[src/rtl/log2_pkg.sv]
// log2_pkg: shared types and helpers for the sequential log2 unit.
//   state_t    - scan FSM state encoding
//   MODE_*     - floor / ceil select values for the mode input
//   calc_dw()  - result width: bit-index width plus one bit so ceil can return WIDTH
package log2_pkg;

    typedef enum logic [1:0] {
        IDLE = 2'd0,
        SCAN = 2'd1,
        DONE = 2'd2
    } state_t;

    localparam logic MODE_FLOOR = 1'b0;
    localparam logic MODE_CEIL  = 1'b1;

    function automatic int calc_dw(input int width);
        return $clog2(width) + 1;
    endfunction

endpackage

[src/rtl/log2_seq_prio_enc.sv]
// prio_enc: combinational highest-set-bit encoder for one STEP-bit chunk.
//   chunk in  STEP         bits to encode
//   pos   out clog2(STEP)  index of the highest set bit (0 when any = 0)
//   any   out 1            chunk has at least one bit set
module prio_enc #(
    parameter int STEP = 8
) (
    input  logic [STEP-1:0]                          chunk,
    output logic [((STEP > 1) ? $clog2(STEP) : 1)-1:0] pos,
    output logic                                     any
);
    localparam int PW = (STEP > 1) ? $clog2(STEP) : 1;

    // Ascending scan: the last set bit written is the highest one.
    always_comb begin
        pos = '0;
        any = 1'b0;
        for (int i = 0; i < STEP; i++) begin
            if (chunk[i]) begin
                pos = PW'(i);
                any = 1'b1;
            end
        end
    end

endmodule

[src/rtl/log2_seq.sv]
// log2_seq: sequential floor/ceil log2 over a valid/ready stream.
// The operand is scanned MSB-first, STEP bits per cycle; the first nonzero
// chunk ends the scan. One operand in flight at a time.
//   clk, rst            clock, synchronous active-high reset
//   in_valid/in_ready   operand handshake (num, mode sampled together)
//   num [WIDTH]         operand
//   mode                0 = floor, 1 = ceil
//   out_valid/out_ready result handshake
//   degree [DW]         log2 result (0 for a zero operand)
//   is_zero, is_pow2    operand flags
module log2_seq
    import log2_pkg::*;
#(
    parameter int WIDTH = 32,
    parameter int STEP  = 8
) (
    input  logic                        clk,
    input  logic                        rst,
    input  logic                        in_valid,
    output logic                        in_ready,
    input  logic [WIDTH-1:0]            num,
    input  logic                        mode,
    output logic                        out_valid,
    input  logic                        out_ready,
    output logic [calc_dw(WIDTH)-1:0]   degree,
    output logic                        is_zero,
    output logic                        is_pow2
);
    localparam int NCHUNK = WIDTH / STEP;
    localparam int DW     = calc_dw(WIDTH);
    localparam int IW     = (NCHUNK > 1) ? $clog2(NCHUNK) : 1;
    localparam int PW     = (STEP > 1) ? $clog2(STEP) : 1;

    state_t               r_state, w_next;
    logic [WIDTH-1:0]     r_num;
    logic                 r_mode;
    logic [IW-1:0]        r_idx;
    logic [DW-1:0]        r_degree;
    logic                 r_zero;
    logic                 r_pow2;

    logic [NCHUNK-1:0][STEP-1:0] w_chunks;
    logic [STEP-1:0]      w_chunk;
    logic [PW-1:0]        w_pos;
    logic                 w_any;
    logic [DW-1:0]        w_msb;
    logic [DW-1:0]        w_deg;

    assign w_chunks = r_num;
    assign w_chunk  = w_chunks[r_idx];

    prio_enc #(.STEP(STEP)) u_enc (
        .chunk (w_chunk),
        .pos   (w_pos),
        .any   (w_any)
    );

    assign w_msb = DW'(r_idx) * DW'(STEP) + DW'(w_pos);
    // Ceil adds one unless the operand is an exact power of two; for an
    // operand above 2^(WIDTH-1) this lands on WIDTH, hence the extra DW bit.
    assign w_deg = (r_mode == MODE_CEIL && !r_pow2) ? w_msb + DW'(1) : w_msb;

    always_comb begin
        w_next    = r_state;
        in_ready  = 1'b0;
        out_valid = 1'b0;
        case (r_state)
            IDLE: begin
                in_ready = 1'b1;
                if (in_valid) w_next = SCAN;
            end
            SCAN: begin
                if (w_any || r_idx == '0) w_next = DONE;
            end
            DONE: begin
                out_valid = 1'b1;
                if (out_ready) w_next = IDLE;
            end
            default: w_next = IDLE;
        endcase
    end

    always_ff @(posedge clk) begin
        if (rst) begin
            r_state  <= IDLE;
            r_num    <= '0;
            r_mode   <= MODE_FLOOR;
            r_idx    <= '0;
            r_degree <= '0;
            r_zero   <= 1'b0;
            r_pow2   <= 1'b0;
        end else begin
            r_state <= w_next;
            case (r_state)
                IDLE: begin
                    if (in_valid) begin
                        r_num    <= num;
                        r_mode   <= mode;
                        r_idx    <= IW'(NCHUNK - 1);
                        r_zero   <= 1'b0;
                        r_degree <= '0;
                        r_pow2   <= (num != '0) && ((num & (num - 1'b1)) == '0);
                    end
                end
                SCAN: begin
                    if (w_any) begin
                        r_degree <= w_deg;
                    end else if (r_idx == '0) begin
                        r_zero   <= 1'b1;
                        r_degree <= '0;
                    end else begin
                        r_idx <= r_idx - 1'b1;
                    end
                end
                default: ;
            endcase
        end
    end

    assign degree  = r_degree;
    assign is_zero = r_zero;
    assign is_pow2 = r_pow2;

endmodule

[config.mk]
export PLATFORM = sky130hd
export DESIGN_NAME = log2_seq
export DESIGN_NICKNAME = d
export VERILOG_FILES = /design/src/rtl/log2_pkg.sv /design/src/rtl/log2_seq_prio_enc.sv /design/src/rtl/log2_seq.sv
export SDC_FILE = /design/constraint.sdc
export NUM_CORES = 1
export LEC_CHECK = 0
export ABC_CLOCK_PERIOD_IN_PS = 3800
export CORE_ASPECT_RATIO = 0.9
export CORE_MARGIN = 1.5
export CORE_UTILIZATION = 30
export DETAILED_ROUTE_END_ITERATION = 10
export MAX_ROUTING_LAYER = met4
export SYNTH_ARGS = -nofsm -noshare
export SYNTH_HDL_FRONTEND = slang
export SYNTH_HIERARCHICAL = 1
export SYNTH_SLANG_ARGS = --single-unit
[constraint.sdc]
create_clock -name clk -period 3.8 [get_ports clk]
set_input_delay 0.76 -clock clk [delete_from_list [all_inputs] [get_ports clk]]
set_output_delay 0.76 -clock clk [all_outputs]
set_load 0.02 [all_outputs]
==> metrics.cfg <==
[placement]
dp_slack_ns=0.397
gp_congestion=0.893
dpl.hpwl_um=4750
io_buffers=46
place_inst=433

[worst_setup_path]
cp-start-kind=input port
cp_max_fo=5
path_cells=clkdlybuf4s50_1 -> or4_4 -> o41a_1 -> a2111o_1 -> a2111oi_2 -> o2111ai_1 -> a21oi_1
critPathArrivalTime_ns=3.34
critPathSlowestCell=or4_4
max_stage_delay_ns=0.59
r2r_setup_slack_ns=0.98
r2r-end=degree[4]$_SDFFE_PP0P_
critPathKind=in2reg
r2r_start=r_idx[0]$_SDFFE_PP0P_
cp-end-kind=flop
crit_required_ns=4.03
r2r_cells=9
crit_start=num[3]
worstSetupEndpoint=is_pow2$_SDFFE_PP0P_

[routing]
drt-total-wl_um=6360
wl_per_cell_um=14.4
drt_iter0_drc=132
dr.pass1.iters=4
detail-route-antenna-nets=0
route.detailed.drc=0
vias=2315
viasPerCell=5.25

[floorplan]
die-area_um2=8420
rows=30
die-width_um=96.6
start_util=0.312
core-area_um2=7580
fp.dieH_um=87.2
io_pins=47

[global_route]
grt_overflow=0
grt_use_met3=0.0262
grt_pass1_vias=2157
grt_busiest_layer=met2
grt_max_degree=46
grt_usage=0.165
grt_util_met1=0.224
grt_pass1_wl_um=10400
use_met2=0.256
antenna_found_initial=0

[synth]
synth_edf_count=0
ys_seq_elements=45
yosysTopAreaCell=dfxtp_1
syn_area_um2=2360
synth_area_per_cell_um2=7.80
yosysSeqAreaShare=0.381
syn_inst=303
async_flop_share=0
yosys_most_used_dff=dfxtp_1
netlist.area_leader.share=0.381
synth.most_common_cell=nand2_1
synth_nets=343
synth_commonest_cells=nand2_1, a21oi_1, dfxtp_1
yosysWarnings=6
synth_area_leaders=dfxtp_1, nand2_1, a21oi_1
ys_types=47

[cts]
cts_resized=0
clock_latency_ns=0.30
cts_inserted_buffers=5
clock_path_buffers=2
clock-sinks=45
cts-root-buf=clkbuf_8
htree_levels=2
cts_tree=built
ctsHoldBuffers=0
clk_pin_slew_worst_paths_ns=0.09
post_cts_buffers=0

[sta]
fin_ws_ns=0.695
rsz0062_at_grt=false
fin_crit_ns=3.10
max_freq_ghz=0.322
setup_viol=0
fin_crit_sh=0.817
worst_slew_pin_slew_ns=0.933
finalSetupTns_ns=0
max-slew-margin-rel=0.378
slew_viol_final=0
skew_ns=0.00801
hold_viol_final=0

[finish]
final_cells=441
nNetsFinal=384
fin_util=0.401
nFillCells=779
diodes=0
drive_above_1_share=0.0725
area_delta_synth_final_pct=28.6

[worst_hold_path]
hold_class=reg2reg
min_from=r_num[16]$_SDFFE_PP0P_

[power]
cellLeakagePower_nw=1.05
pwr_density_cell_nw_per_um2=405
peakVddDrop_v=0.000154

[status]
status=complete, no violations

[flow_run]
maxCapViolations=0

==> state kept, by name, summed over array words and instances, names as in the netlist <==
name,cells
is_zero,1
is_pow2,1
r_state,2
r_mode,1
r_idx,2
degree,6
r_num,32
==> worst max-delay path: cells and delay by family <==
| kind | cells | cell delay, ns |
|---|---|---|
| AOI/OAI and AO/OA | 5 | 1.52 |
| and+or+nand+nor | 1 | 0.59 |
| buffers and inverters | 1 | 0.46 |
==> cell type report <==
type	count	area, µm²	area share
clock inverter	2	37.5	0.0124
inverter	6	22.5	0.00741
multi-input combinational	236	1390	0.456
sequential	45	901	0.296
timing repair buffer	50	490	0.161
tap	96	120	0.0395
clock buffer	6	82.6	0.0272
==> cell families (layout without fill, tap and decap cells) <==
group,count (synthesis),after routing,synth area share
flops,45,45,0.381
simple gates,138,138,0.262
compound gates,79,79,0.199
buf+inv,22,64,0.0349
xor+xnor,5,5,0.0185
fa+ha+maj,4,4,0.0201
mux,10,10,0.0847
==> report_power, final <==
| part | total [mW] | internal, mW | leakage, nW | switching, mW |
|---|---|---|---|---|
| clock | 0.381 | 0.214 | 0.0574 | 0.167 |
| sequential | 0.542 | 0.508 | 0.369 | 0.0342 |
| combinational | 0.307 | 0.139 | 0.626 | 0.168 |
| total | 1.23 | 0.860 | 1.05 | 0.370 |
==> worst min path at each step <==
stage	to	slack (ns)	depth (start not counted)
6_report	r_num[16]$_SDFFE_PP0P_	0.46	2
5_1_grt	r_num[24]$_SDFFE_PP0P_	0.48	2
4_1_cts	r_num[3]$_SDFFE_PP0P_	0.46	2
3_5_place_dp	r_num[24]$_SDFFE_PP0P_	0.45	2
3_3_place_gp	r_mode$_SDFFE_PP0P_	0.44	2
2_1_floorplan	r_mode$_SDFFE_PP0P_	0.43	2
==> metrics by stage <==
step	power [mW]	hold slack, ns	cell area [µm²]
after detailed placement	0.860	0.446	2920
after floorplan	0.740	0.432	2360
after global placement	0.857	0.439	2920
after global routing	1.30	0.477	3040
final	1.23	0.456	3040
after CTS	1.24	0.458	3040
==> placed cells by master (no fill, tap or decap), types with 4 or more instances in the layout <==
| master | count |
|---|---|
| o21ai_0 | 6 |
| clkbuf_8 | 6 |
| nand2_1 | 76 |
| buf_4 | 4 |
| inv_1 | 5 |
| dfxtp_1 | 45 |
| nand4_1 | 4 |
| mux4_2 | 8 |
| clkdlybuf4s50_1 | 46 |
| or3_1 | 4 |
| a21oi_1 | 50 |
| nor2_1 | 29 |
==> per-layer routing <==
layer,vias up,share of wire,wire length [µm]
met1,1100,0.49,3100
met5,-,0,0
met4,0,0.012,74
met2,50,0.46,2920
li1,1155,-,-
met3,10,0.043,273
Power figures use the tool's default switching activity.
